[src/rtl/sort_stream_pkg.sv]
// Shared types for the streaming frame sorter.
// The word struct uses fixed maximum field widths. Each module keeps only
// the low DATA_W / TAG_W bits, so DATA_W and TAG_W must not exceed these maxima.
package sort_stream_pkg;

  localparam int KEY_MAX_W = 32;
  localparam int TAG_MAX_W = 32;

  typedef enum logic [1:0] {
    ST_IDLE  = 2'd0,
    ST_LOAD  = 2'd1,
    ST_DRAIN = 2'd2
  } state_e;

  // Per-slot update command issued by the top to every cell
  typedef enum logic [2:0] {
    OP_HOLD  = 3'd0,
    OP_LOAD  = 3'd1,  // take the incoming word unconditionally (frame start)
    OP_INS   = 3'd2,  // sorted insert, driven by the compare flags
    OP_SHIFT = 3'd3,  // drain: take the word from the slot behind
    OP_CLR   = 3'd4   // mark slot empty
  } cell_op_e;

  typedef struct packed {
    logic [KEY_MAX_W-1:0] key;
    logic [TAG_MAX_W-1:0] tag;
  } word_t;

endpackage

[src/rtl/sort_stream_cell.sv]
// One slot of the sorted register array: a valid bit plus a stored word.
// The cell does no comparing of its own. It receives the incoming-word compare result
// for itself and for the slot ahead of it, and uses them to decide whether
// it takes the new word, takes its front neighbour, or holds.
// Optional feature macro: SORT_STREAM_TAG_EN (tag storage built only when defined).
module sort_stream_cell
  import sort_stream_pkg::*;
(
  input  logic     clk,
  input  logic     rst,
  input  cell_op_e op_i,
  input  logic     cmp_i,       // incoming word belongs at or before this slot
  input  logic     cmp_prev_i,  // same flag for the slot ahead (0 for the head)
  input  word_t    in_word_i,
  input  word_t    prev_word_i,
  input  logic     prev_vld_i,
  input  word_t    next_word_i,
  input  logic     next_vld_i,
  output logic     vld_o,
  output word_t    word_o
);

  logic  vld_d, vld_q;
  word_t word_d, word_q;

  // Next slot contents for the requested operation
  always_comb begin
    vld_d  = vld_q;
    word_d = word_q;
    case (op_i)
      OP_LOAD: begin
        vld_d  = 1'b1;
        word_d = in_word_i;
      end
      OP_INS: begin
        if (cmp_i) begin
          if (cmp_prev_i) begin
            // insertion point is ahead of us: make room by taking the front word
            vld_d  = prev_vld_i;
            word_d = prev_word_i;
          end else begin
            // first slot where the new word belongs
            vld_d  = 1'b1;
            word_d = in_word_i;
          end
        end
      end
      OP_SHIFT: begin
        vld_d  = next_vld_i;
        word_d = next_word_i;
      end
      OP_CLR:  vld_d = 1'b0;
      default: ;
    endcase
  end

  // Only the valid bit is reset; stale words behind a clear valid are harmless
  always_ff @(posedge clk) begin
    if (rst) vld_q <= 1'b0;
    else     vld_q <= vld_d;
  end

`ifdef SORT_STREAM_TAG_EN
  // Key and tag storage
  always_ff @(posedge clk) begin
    word_q <= word_d;
  end
`else
  logic [KEY_MAX_W-1:0] key_q;

  // Key storage only; the tag field reads as zero
  always_ff @(posedge clk) begin
    key_q <= word_d.key;
  end

  assign word_q = '{key: key_q, tag: '0};

  logic unused_tag;
  assign unused_tag = ^word_d.tag;
`endif

  assign vld_o  = vld_q;
  assign word_o = word_q;

endmodule

[src/rtl/sort_stream.sv]
// Streaming frame sorter: loads one frame into a sorted register array with
// a stable insert per accepted word, then drains it in order.
// IDLE -> LOAD -> DRAIN -> IDLE. Overfull frames and restarts pulse err.
// Optional feature macro: SORT_STREAM_TAG_EN (carry s_tag with each key).
module sort_stream
  import sort_stream_pkg::*;
#(
  parameter int DATA_W = 8,
  parameter int DEPTH  = 16,
  parameter int TAG_W  = 8
) (
  input  logic              clk,
  input  logic              rst,
  input  logic              desc,
  input  logic              s_valid,
  output logic              s_ready,
  input  logic [DATA_W-1:0] s_data,
  input  logic [TAG_W-1:0]  s_tag,
  input  logic              s_sop,
  input  logic              s_eop,
  output logic              m_valid,
  input  logic              m_ready,
  output logic [DATA_W-1:0] m_data,
  output logic [TAG_W-1:0]  m_tag,
  output logic              m_sop,
  output logic              m_eop,
  output logic              err
);

  localparam int CNT_W = $clog2(DEPTH + 1);

  state_e             state_q, state_d;
  logic [CNT_W-1:0]   cnt_q, cnt_d;
  logic               desc_q, desc_d;
  logic               first_q, first_d;
  logic               err_q, err_d;
  cell_op_e           op_all;

  word_t              in_word;
  word_t              words  [DEPTH];
  word_t              prv_w  [DEPTH];
  word_t              nxt_w  [DEPTH];
  cell_op_e           ops    [DEPTH];
  logic [DEPTH-1:0]   vlds, cmp, prv_v, prv_c, nxt_v;

  logic s_acc, m_acc;
  assign s_acc = s_valid && s_ready;
  assign m_acc = m_valid && m_ready;

  // Incoming word widened to the shared word layout
  always_comb begin
    in_word     = '0;
    in_word.key = KEY_MAX_W'(s_data);
`ifdef SORT_STREAM_TAG_EN
    in_word.tag = TAG_MAX_W'(s_tag);
`endif
  end

  // Frame control: next state, count, latched order and error pulse
  always_comb begin
    state_d = state_q;
    cnt_d   = cnt_q;
    desc_d  = desc_q;
    first_d = first_q;
    err_d   = 1'b0;
    op_all  = OP_HOLD;
    case (state_q)
      ST_IDLE: begin
        // non-sop words are dropped here
        if (s_acc && s_sop) begin
          op_all  = OP_LOAD;
          desc_d  = desc;
          cnt_d   = CNT_W'(1);
          first_d = 1'b1;
          state_d = s_eop ? ST_DRAIN : ST_LOAD;
        end
      end
      ST_LOAD: begin
        if (s_acc) begin
          if (s_sop) begin
            // restart: the partial frame is thrown away
            op_all  = OP_LOAD;
            desc_d  = desc;
            cnt_d   = CNT_W'(1);
            first_d = 1'b1;
            err_d   = 1'b1;
            state_d = s_eop ? ST_DRAIN : ST_LOAD;
          end else begin
            op_all = OP_INS;
            cnt_d  = cnt_q + CNT_W'(1);
            if (s_eop) begin
              state_d = ST_DRAIN;
            end else if (cnt_q + CNT_W'(1) == CNT_W'(DEPTH)) begin
              // array full without an end marker: truncate
              state_d = ST_DRAIN;
              err_d   = 1'b1;
            end
          end
        end
      end
      ST_DRAIN: begin
        if (m_acc) begin
          op_all  = OP_SHIFT;
          cnt_d   = cnt_q - CNT_W'(1);
          first_d = 1'b0;
          if (cnt_q == CNT_W'(1)) state_d = ST_IDLE;
        end
      end
      default: state_d = ST_IDLE;
    endcase
  end

  // FSM and frame registers
  always_ff @(posedge clk) begin
    if (rst) begin
      state_q <= ST_IDLE;
      cnt_q   <= '0;
      desc_q  <= 1'b0;
      first_q <= 1'b0;
      err_q   <= 1'b0;
    end else begin
      state_q <= state_d;
      cnt_q   <= cnt_d;
      desc_q  <= desc_d;
      first_q <= first_d;
      err_q   <= err_d;
    end
  end

  // Slot array. Valid slots are packed from index 0, so cmp is 0..0 1..1
  // and the insert point is the first set flag. Strict compares put an
  // equal key behind existing ones, which keeps the sort stable.
  for (genvar i = 0; i < DEPTH; i++) begin : g_cell
    assign cmp[i] = !vlds[i] ||
                    (desc_q ? (words[i].key < in_word.key)
                            : (words[i].key > in_word.key));

    // frame start loads the head and empties every other slot
    assign ops[i] = (op_all == OP_LOAD && i != 0) ? OP_CLR : op_all;

    if (i == 0) begin : g_head
      assign prv_w[i] = '0;
      assign prv_v[i] = 1'b0;
      assign prv_c[i] = 1'b0;
    end else begin : g_body
      assign prv_w[i] = words[i-1];
      assign prv_v[i] = vlds[i-1];
      assign prv_c[i] = cmp[i-1];
    end

    if (i == DEPTH - 1) begin : g_tail
      assign nxt_w[i] = '0;
      assign nxt_v[i] = 1'b0;
    end else begin : g_front
      assign nxt_w[i] = words[i+1];
      assign nxt_v[i] = vlds[i+1];
    end

    sort_stream_cell u_cell (
      .clk         (clk),
      .rst         (rst),
      .op_i        (ops[i]),
      .cmp_i       (cmp[i]),
      .cmp_prev_i  (prv_c[i]),
      .in_word_i   (in_word),
      .prev_word_i (prv_w[i]),
      .prev_vld_i  (prv_v[i]),
      .next_word_i (nxt_w[i]),
      .next_vld_i  (nxt_v[i]),
      .vld_o       (vlds[i]),
      .word_o      (words[i])
    );
  end

  // Outputs decode from registered state; data is forced to zero when idle
  assign s_ready = (state_q != ST_DRAIN);
  assign m_valid = (state_q == ST_DRAIN);
  assign m_sop   = m_valid && first_q;
  assign m_eop   = m_valid && (cnt_q == CNT_W'(1));
  assign m_data  = m_valid ? words[0].key[DATA_W-1:0] : '0;
  assign err     = err_q;

`ifdef SORT_STREAM_TAG_EN
  assign m_tag = m_valid ? words[0].tag[TAG_W-1:0] : '0;
`else
  assign m_tag = '0;

  logic unused_tag;
  assign unused_tag = ^s_tag;
`endif

endmodule

[config.mk]
export PLATFORM = sky130hd
export DESIGN_NAME = sort_stream
export DESIGN_NICKNAME = d
export VERILOG_FILES = /design/src/rtl/sort_stream_pkg.sv /design/src/rtl/sort_stream_cell.sv /design/src/rtl/sort_stream.sv
export SDC_FILE = /design/constraint.sdc
export NUM_CORES = 1
export LEC_CHECK = 0
export ABC_CLOCK_PERIOD_IN_PS = 7600
export BUFFER_PORTS_ARGS = -buffer_cell sky130_fd_sc_hd__buf_2
export CORE_ASPECT_RATIO = 0.9
export CORE_MARGIN = 5
export CORE_UTILIZATION = 64
export CTS_CLUSTER_DIAMETER = 100
export DETAILED_ROUTE_END_ITERATION = 12
export GPL_ROUTABILITY_DRIVEN = 0
export HOLD_SLACK_MARGIN = 0.03
export PLACE_DENSITY = 0.8
export SLEW_MARGIN = 10
export SYNTH_ARGS = -nofsm -noshare
export SYNTH_HDL_FRONTEND = slang
export SYNTH_SLANG_ARGS = --single-unit
[constraint.sdc]
create_clock -name clk -period 7.6 [get_ports clk]
set_input_delay 1.9 -clock clk [delete_from_list [all_inputs] [get_ports clk]]
set_output_delay 1.9 -clock clk [all_outputs]
set_load 0.005 [all_outputs]
# After elaboration in Yosys (flattened, before gate mapping)
# Cells that the tools add are included.
# Widths: inputs -> output; s select.
[totals]
ff_bits = 538
inputBits = 23
out_inout_bits = 21
wordCells = 334
[op_classes]
n_addsub = 2
order_cmp = 32
n_eq_ne = 35
n_mux = 143
bitwise = 2
n_reduce_logical = 83
[ops]
columns = ["cell", "n"]
rows = [
  ["$pmux 64 s3", 16],
  ["$mux 64", 31],
  ["$gt 32x8->1", 16],
  ["$lt 32x8->1", 16],
  ["$reduce_and 2->1", 32],
  ["$pmux 1 s4", 15],
  ["$mux 1", 58],
  ["$ne 2x2->1 const B", 12],
  ["$mux 2", 11],
  ["$mux 5", 4],
  ["$ne 2x1->1 const B", 10],
  ["$logic_not 1->1", 16],
  ["$logic_or 1x1->1", 16],
  ["$pmux 5 s3", 1],
  ["$pmux 2 s3", 2],
  ["$reduce_bool 3->1", 4],
  ["$reduce_and 5->1", 2],
  ["$mux 8", 1],
  ["$reduce_and 4->1", 2],
  ["$reduce_bool 4->1", 2],
  ["$eq 2x2->1 const B", 3],
  ["$eq 3x2->1 const B", 2],
  ["$pmux 1 s3", 2],
  ["$add 5x1->5 const B", 1],
  ["other kinds (16)", 22],
]

# Longest topological paths before layout
# Gate-level depths: netlist of the first run.
[logic_depth]
ltp_word = 11
ltp_mapped = 13
depth_no_buf = 9

# Cells and area by module
# From an unflattened synthesis of the first run, not the netlist that was laid out.
[unflattened]
cells_unflattened = 3732
hier_area_um2 = 41957.7
[modules_own_cells]
columns = ["module", "n_inst", "cells_per_inst", "area_per_inst_um2", "seq_area_each_um2"]
rows = [
  ["sort_stream_cell", 16, 189, 2297.2, 980.9],
  ["sort_stream", 1, 708, 5202.5, 200.2],
]

# Worst setup path before layout of the first run
# OpenSTA, ideal clock, no wires.
[synth_timing]
path_kind = "input to register"
start = "input port s_data[1]"
end = "register g_cell[0].u_cell.key_q[0] (enable)"
setup_ns = 0.441
arrival_time_ns = 5.892
required_ns = 7.159
path_slack_ns = 1.268
path_stages = 11
n_path_buf = 3
path_cell_list = "clkbuf_1 -> clkbuf_1 -> inv_1 -> ha_1 -> nor2b_1 -> o211ai_1 -> a21oi_1 -> or3_1 -> and2_1 -> buf_6 -> a31oi_1"
[synth_via]
elab_chain_len = 5
word_cells_on_any_way = 6
cone_classes = "order compare: 2; eq/ne: 1; mux: 1; reduce/logical: 2"
[synth_rtl]
columns = ["element", "line", "source"]
rows = [
  ["start: declaration", "sort_stream.sv:17", "input logic [DATA_W-1:0] s_data,"],
  ["$gt 32x8->1 / $lt 32x8->1 (equally long branches)", "sort_stream.sv:136, sort_stream.sv:135", ""],
  ["$mux 1 *", "sort_stream.sv:135", "(desc_q ? (words[i].key < in_word.key)"],
  ["$logic_or 1x1->1 *", "sort_stream.sv:134", "assign cmp[i] = !vlds[i] ||"],
  ["$ne 2x1->1 (no source line) *", "n/a", ""],
  ["$reduce_and 2->1 (no source line) *", "n/a", ""],
  ["end signal: assignment", "sort_stream_cell.sv:73", "key_q <= word_d.key;"],
  ["end: declaration", "sort_stream_cell.sv:69", "logic [KEY_MAX_W-1:0] key_q;"],
]
# Every way passes the cells marked *; elsewhere a longest branch is shown, timed or not.
# A chain may end at the register's enable or synchronous reset.

# Final worst setup path of the first run
[layout_timing]
start = "input port s_data[5]"
end = "register g_cell[0].u_cell.key_q[15] (enable)"
# The elaborated chain is that of the path after synthesis.

==> results of run 1 <==
[critical path: cells and delay by family]
kind,cells,cell delay [ns]
compound gates,3,1.36
fa+ha+maj,1,0.47
buf+inv,2,0.79
simple gates,2,0.84
[logic make-up after synthesis]
group                    Yosys count  share of synthesized area
AO/OA/AOI/OAI                    827                      0.210
XOR/XNOR                           2                   0.000630
adder cells (fa/ha/maj)          136                     0.0611
buffers and inverters            196                     0.0307
flip-flops                       538                      0.571
multiplexers                     117                     0.0422
other                              1                   0.000135
AND/OR/NAND/NOR                  403                     0.0844
[power by group]
group	internal [mW]	leakage [nW]	switching [mW]
Combinational	0.364	5.02	0.688
Clock	1.48	0.817	1.11
Sequential	3.66	4.97	0.250
[registers in the layout, summed over array words and instances (netlist names)]
name	flops
cnt_q	5
desc_q	1
err	1
first_q	1
g_cell.u_cell.key_q	512
g_cell.u_cell.vld_o	16
state_q	2
[routing by layer]
metal	up-vias	GRT usage
met3	119	0.0338
met2	921	0.442
met1	9654	0.366
met4	0	0.0744
li1	8885	-
met5	-	0
[cell type report]
| class | count | area [um2] |
|---|---|---|
| Fill cell | 2933 | 12900 |
| Sequential cell | 538 | 15900 |
| Clock inverter | 32 | 300 |
| Clock buffer | 67 | 1410 |
| Inverter | 43 | 161 |
| Tap cell | 555 | 694 |
| Timing Repair Buffer | 36 | 215 |
| Multi-Input combinational cell | 1493 | 11400 |
[per-stage QoR]
stage	power [mW]	std cells	utilization
floorplan	4.64	2227	-
global placement	4.92	2665	0.659
detailed placement	4.99	2665	0.659
CTS	7.56	2764	0.699
global route	7.84	2764	0.699
finish	7.56	2764	0.699
[synthesized netlist by cell type (21+ instances only)]
library cell	number
o21ai_0	138
mux2i_1	115
a21oi_1	204
buf_2	35
nand2_1	59
nor4_1	96
a31oi_1	21
nand3_1	21
nor2_1	29
nand4_1	35
edfxtp_1	512
a22o_1	344
and2_1	69
clkbuf_1	101
ha_1	136
dfxtp_1	26
inv_1	41
[how the worst min path moves through the flow]
stage	to	slack, ns
after floorplan	g_cell[9].u_cell.vld_o$_SDFFE_PP0P_	0.47
after detailed placement	g_cell[0].u_cell.vld_o$_SDFFE_PP0P_	0.53
after global placement	first_q$_SDFFE_PP0P_	0.50
after CTS	first_q$_SDFFE_PP0P_	0.54
after global routing	g_cell[2].u_cell.vld_o$_SDFFE_PP0P_	0.57
final	first_q$_SDFFE_PP0P_	0.54
[cell usage in the layout, fill, tap and decap left out, drive strengths merged, types with 15 or more instances in the layout]
| cell | Yosys | layout |
|---|---|---|
| ha | 136 | 136 |
| nand3 | 21 | 21 |
| nor4 | 96 | 96 |
| inv | 42 | 43 |
| clkbuf | 101 | 67 |
| dfxtp | 26 | 26 |
| nand4 | 35 | 35 |
| and2 | 77 | 77 |
| buf | 52 | 36 |
| clkinv | 1 | 23 |
| o21ai | 141 | 141 |
| edfxtp | 512 | 512 |
| mux2i | 115 | 115 |
| nor2 | 30 | 30 |
| a31oi | 21 | 21 |
| nor2b | 16 | 16 |
| a211oi | 15 | 15 |
| a22o | 344 | 344 |
| o211ai | 17 | 17 |
| a21oi | 217 | 217 |
| nand2 | 72 | 72 |
==> results_dict.tcl, run 1 <==
set metrics [dict create \
    rows 72 \
    wire_per_inst_um 23.8 \
    ys_warn_count 0 \
    leakage_nw 10.8 \
    p_per_area_mw_per_mm2 252 \
    hpwl_um 47100 \
    viasPerCell 7.08 \
    met1_length_um 27400 \
    crit_path_end_kind "register" \
    worst_r2r_path_depth 6 \
    max_stage_delay_ns 0.93 \
    synth_enable_flop_cells 512 \
    die_y_um 208 \
    drive_gt1_frac 0.0724 \
    period_needed_ns 5.16 \
    grt_pass1_wl_um 103000 \
    yosys_most_used_dff "edfxtp_1" \
    setup_viol 0 \
    skew_ns 0.0193 \
    period_share 0.679 \
    wl_met2_um 31700 \
    gr-usage-all-layers 0.263 \
    detail-route-antenna-nets 0 \
    wl_met3_um 4960 \
    tightest_slew_ns 1.25 \
    cap_violations 0 \
    cts-root-buf "clkbuf_16" \
    crit_type "in -> reg" \
    drc 0 \
    antenna_found_initial 0 \
    holdWs_ns 0.535 \
    fmax_ghz 0.194 \
    crit_path_start "s_data[5]" \
    yosysSeqAreaShare 0.571 \
    worst_hold_path_type "reg -> reg" \
    timing.final.ws_setup_ns 2.44 \
    r2r-start "desc_q$_SDFFE_PP0P_" \
    pre_cts_ws_ns 1.89 \
    area_delta_synth_final_pct 7.95 \
    synthArstFlopShare 0 \
    finalSetupTns_ns 0 \
    avgSynthCellArea_um2 12.5 \
    slowest_stage "a31oi_4" \
    rr_endpoint "g_cell[0].u_cell.key_q[15]$_SDFFCE_PP0P_" \
    routed_wl_um 65700 \
    holdBufCountCts 0 \
    num_vias 19600 \
    nets 2324 \
    grt_max_degree 234 \
    die_area_mm2 0.0478 \
    post_cts_buffers 0 \
    yosysTopAreaCell "edfxtp_1" \
    yosysUniqueCellTypes 61 \
    rsz0062_at_grt "no" \
    arrival_ns 5.38 \
    status "finished clean" \
    whs_path_depth 2 \
    cts_resized 0 \
    clockBufferDepth 3 \
    placed_area_mm2 0.0283 \
    crit_path_start_kind "input pin" \
    cts_tree "done" \
    crit_chain "buf_2 > inv_1 > ha_1 > a21oi_1 > o21ai_0 > or3_1 > and2_1 > a31oi_4" \
    synthTopCellsByArea "edfxtp_1 (55%), a22o_1 (11%), ha_1 (6.1%)" \
    drtIter0Drc 2209 \
    r2r_slack_ns 3.18 \
    topRoutingLayerUsed "met4" \
    detail_route.first_pass.iterations 5 \
    cts_num_sinks 538 \
    core_area_mm2 0.0430 \
    clk_pin_slew_ns 0.06 \
    synth_top_area_share 0.552 \
    diodes 0 \
    design_area_mm2 0.0300 \
    portBuffers 27 \
    ios 44 \
    ctsHtreeMaxLevel 2 \
    cts_buffers 53 \
    ys_ff_latch 538 \
    clock_latency_ns 0.61 \
    hold_viol_final 0 \
    maxSlewHeadroom 0.165 \
    crit_path_max_fanout 32 \
    first_global_vias 19000 \
    overflow 0 \
    initial_core_util 0.648 \
    required_ns 7.82 \
    die_w_um 230 \
    cp-endpoint "g_cell[0].u_cell.key_q[15]$_SDFFCE_PP0P_" \
    netlist_area_mm2 0.0278 \
    finalMaxSlewViolations 0 \
    postSynthCellCount 2220 \
    peakVddDrop_uv 175 \
    holdCritStartpoint "first_q$_SDFFE_PP0P_" \
]
No activity file was read; power rests on OpenSTA's default activity.
==> run 2: changes to the inputs <==
ABC_CLOCK_PERIOD_IN_PS = 5300   (was 7600)
clock period = 5.3 ns   (was 7.6 ns; I/O delays follow)
==> results_dict.tcl, run 2 (synthesis results as in run 1) <==
set metrics [dict create \
    finalMaxSlewViolations 0 \
    initial_core_util 0.648 \
    post_cts_buffers 0 \
    worst_hold_path_type "reg -> reg" \
    wire_per_inst_um 24.0 \
    clockBufferDepth 3 \
    antenna_found_initial 0 \
    final_common_cell "edfxtp_1" \
    area_delta_synth_final_pct 9.72 \
    status "finished clean" \
    routed_wl_um 67200 \
    worst_r2r_path_depth 8 \
    drive_gt1_frac 0.0908 \
    hold_viol_final 0 \
    skew_ns 0.0219 \
    mostFrequentLayoutCells "edfxtp_1 (512), a22o_1 (344), a21oi_1 (204)" \
    arrival_ns 4.75 \
    gr-usage-all-layers 0.272 \
    rr_endpoint "g_cell[9].u_cell.key_q[1]$_DFFE_PP_" \
    tightest_slew_ns 1.10 \
    r2r-start "state_q[0]$_SDFFE_PP0P_" \
    crit_path_max_fanout 24 \
    nets 2360 \
    placed_area_mm2 0.0287 \
    r2r_slack_ns 1.68 \
    max_stage_delay_ns 0.85 \
    cts_num_sinks 538 \
    drc 0 \
    setup_viol 0 \
    cts_resized 0 \
    holdBufCountCts 0 \
    cts_buffers 54 \
    period_needed_ns 4.27 \
    hpwl_um 47900 \
    instances_no_fill 2802 \
    viasPerCell 7.06 \
    portBuffers 27 \
    regMostFlops "g_cell.u_cell.key_q" \
    whs_endpoint "first_q$_SDFFE_PP0P_" \
    fill_cells 2819 \
    peakVddDrop_uv 271 \
    die_y_um 208 \
    rsz0062_at_grt "no" \
    first_global_vias 19200 \
    grt_max_degree 191 \
    leakage_nw 11.1 \
    crit_path_start "s_data[2]" \
    cts_tree "done" \
    period_share 0.806 \
    required_ns 5.78 \
    design_area_mm2 0.0305 \
    crit_path_start_kind "input pin" \
    ctsHtreeMaxLevel 2 \
    detail-route-antenna-nets 0 \
    drtIter0Drc 2566 \
    dpl.cell_count 2700 \
    diodes 0 \
    cap_violations 0 \
    crit_path_end_kind "register" \
    cts-root-buf "clkbuf_16" \
    critPathBufInv 2 \
    die_area_mm2 0.0478 \
    num_vias 19800 \
    clk_pin_slew_ns 0.06 \
    grt_pass1_wl_um 105000 \
    detail_route.first_pass.iterations 6 \
    crit_family "compound AO/OA/AOI/OAI gates" \
    crit_type "in -> reg" \
    core_area_mm2 0.0430 \
    maxSlewHeadroom 0.266 \
    rows 72 \
    ios 44 \
    slowest_stage "a21oi_2" \
    overflow 0 \
    holdCritStartpoint "first_q$_SDFFE_PP0P_" \
    fmax_ghz 0.234 \
    crit_chain "buf_2 > inv_1 > ha_1 > a21o_1 > a211oi_1 > a2bb2oi_1 > o211ai_1 > a21oi_2 > a22o_1" \
    p_per_area_mw_per_mm2 366 \
    clock_latency_ns 0.62 \
    largest_reg_flops 512 \
    die_w_um 230 \
    whs_path_depth 2 \
]
-- run 2: changes by cell type in the layout (fill, tap and decap cells not counted) --
cell / before / now
clkbuf_8: 1 / 0
bufinv_16: 5 / 9
clkinv_2: 4 / 7
a21oi_2: 12 / 13
clkbuf_1: 12 / 9
buf_4: 8 / 35
clkinv_4: 0 / 2
clkinv_1: 18 / 15
a21oi_4: 1 / 0
buf_12: 1 / 9
inv_16: 1 / 2
-- run 2: worst max-delay path by stage --
stage | endpoint | slack, ns | cells past startpoint
floorplan | g_cell[7].u_cell.key_q[0]$_DFFE_PP_ | -0.22 | 10
global placement | g_cell[9].u_cell.key_q[17]$_DFFE_PP_ | 0.67 | 9
detailed placement | g_cell[11].u_cell.key_q[11]$_DFFE_PP_ | 0.51 | 9
CTS | g_cell[11].u_cell.key_q[31]$_DFFE_PP_ | 1.16 | 9
global route | g_cell[9].u_cell.key_q[21]$_DFFE_PP_ | 0.83 | 9
finish | g_cell[11].u_cell.key_q[11]$_DFFE_PP_ | 1.03 | 9
-- run 2: metal layers --
layer  up-vias  share of wire  GRT usage
li1       8957              -          -
met1      9723           0.42      0.386
met2       979           0.48      0.448
met3       117          0.080     0.0382
met4         0          0.024     0.0709
met5         -              0          0
-- run 2: metrics by stage --
| step | power [mW] | util | hold WS (ns) | TNS [ns] | setup slack (ns) |
|---|---|---|---|---|---|
| final | 11.2 | 0.711 | 0.532 | 0 | 1.03 |
| after global routing | 11.6 | 0.711 | 0.542 | 0 | 0.829 |
| after CTS | 11.2 | 0.711 | 0.535 | 0 | 1.16 |
| after detailed placement | 7.22 | 0.668 | 0.528 | 0 | 0.509 |
| after global placement | 7.11 | 0.668 | 0.504 | 0 | 0.671 |
| after floorplan | 6.65 | - | 0.469 | -64.17 | -0.216 |
-- run 2: final cells by class --
cell class | instances | area, um2 | share of cell area
well taps | 555 | 694 | 0.0227
multi-input cells | 1493 | 11400 | 0.372
inverters | 43 | 161 | 0.00529
clock inverters | 39 | 462 | 0.0151
repair buffers | 71 | 578 | 0.0189
flip-flops and latches | 538 | 15900 | 0.521
clock buffers | 63 | 1390 | 0.0454
-- run 2: power by group --
| part | total [mW] | internal (mW) | switching (mW) |
|---|---|---|---|
| Sequential | 5.59 | 5.23 | 0.354 |
| Clock | 3.99 | 2.32 | 1.67 |
| Combinational | 1.59 | 0.578 | 1.02 |
| Total | 11.2 | 8.13 | 3.04 |
-- run 2: worst register-to-register path, cell delays in order (launching register included) --
cell	delay, ns
dfxtp_1	0.34
inv_1	0.09
ha_1	0.57
nor2b_1	0.21
nand2_1	0.17
a21o_2	0.87
and2_0	0.91
a21oi_1	0.11
o21ai_0	0.17
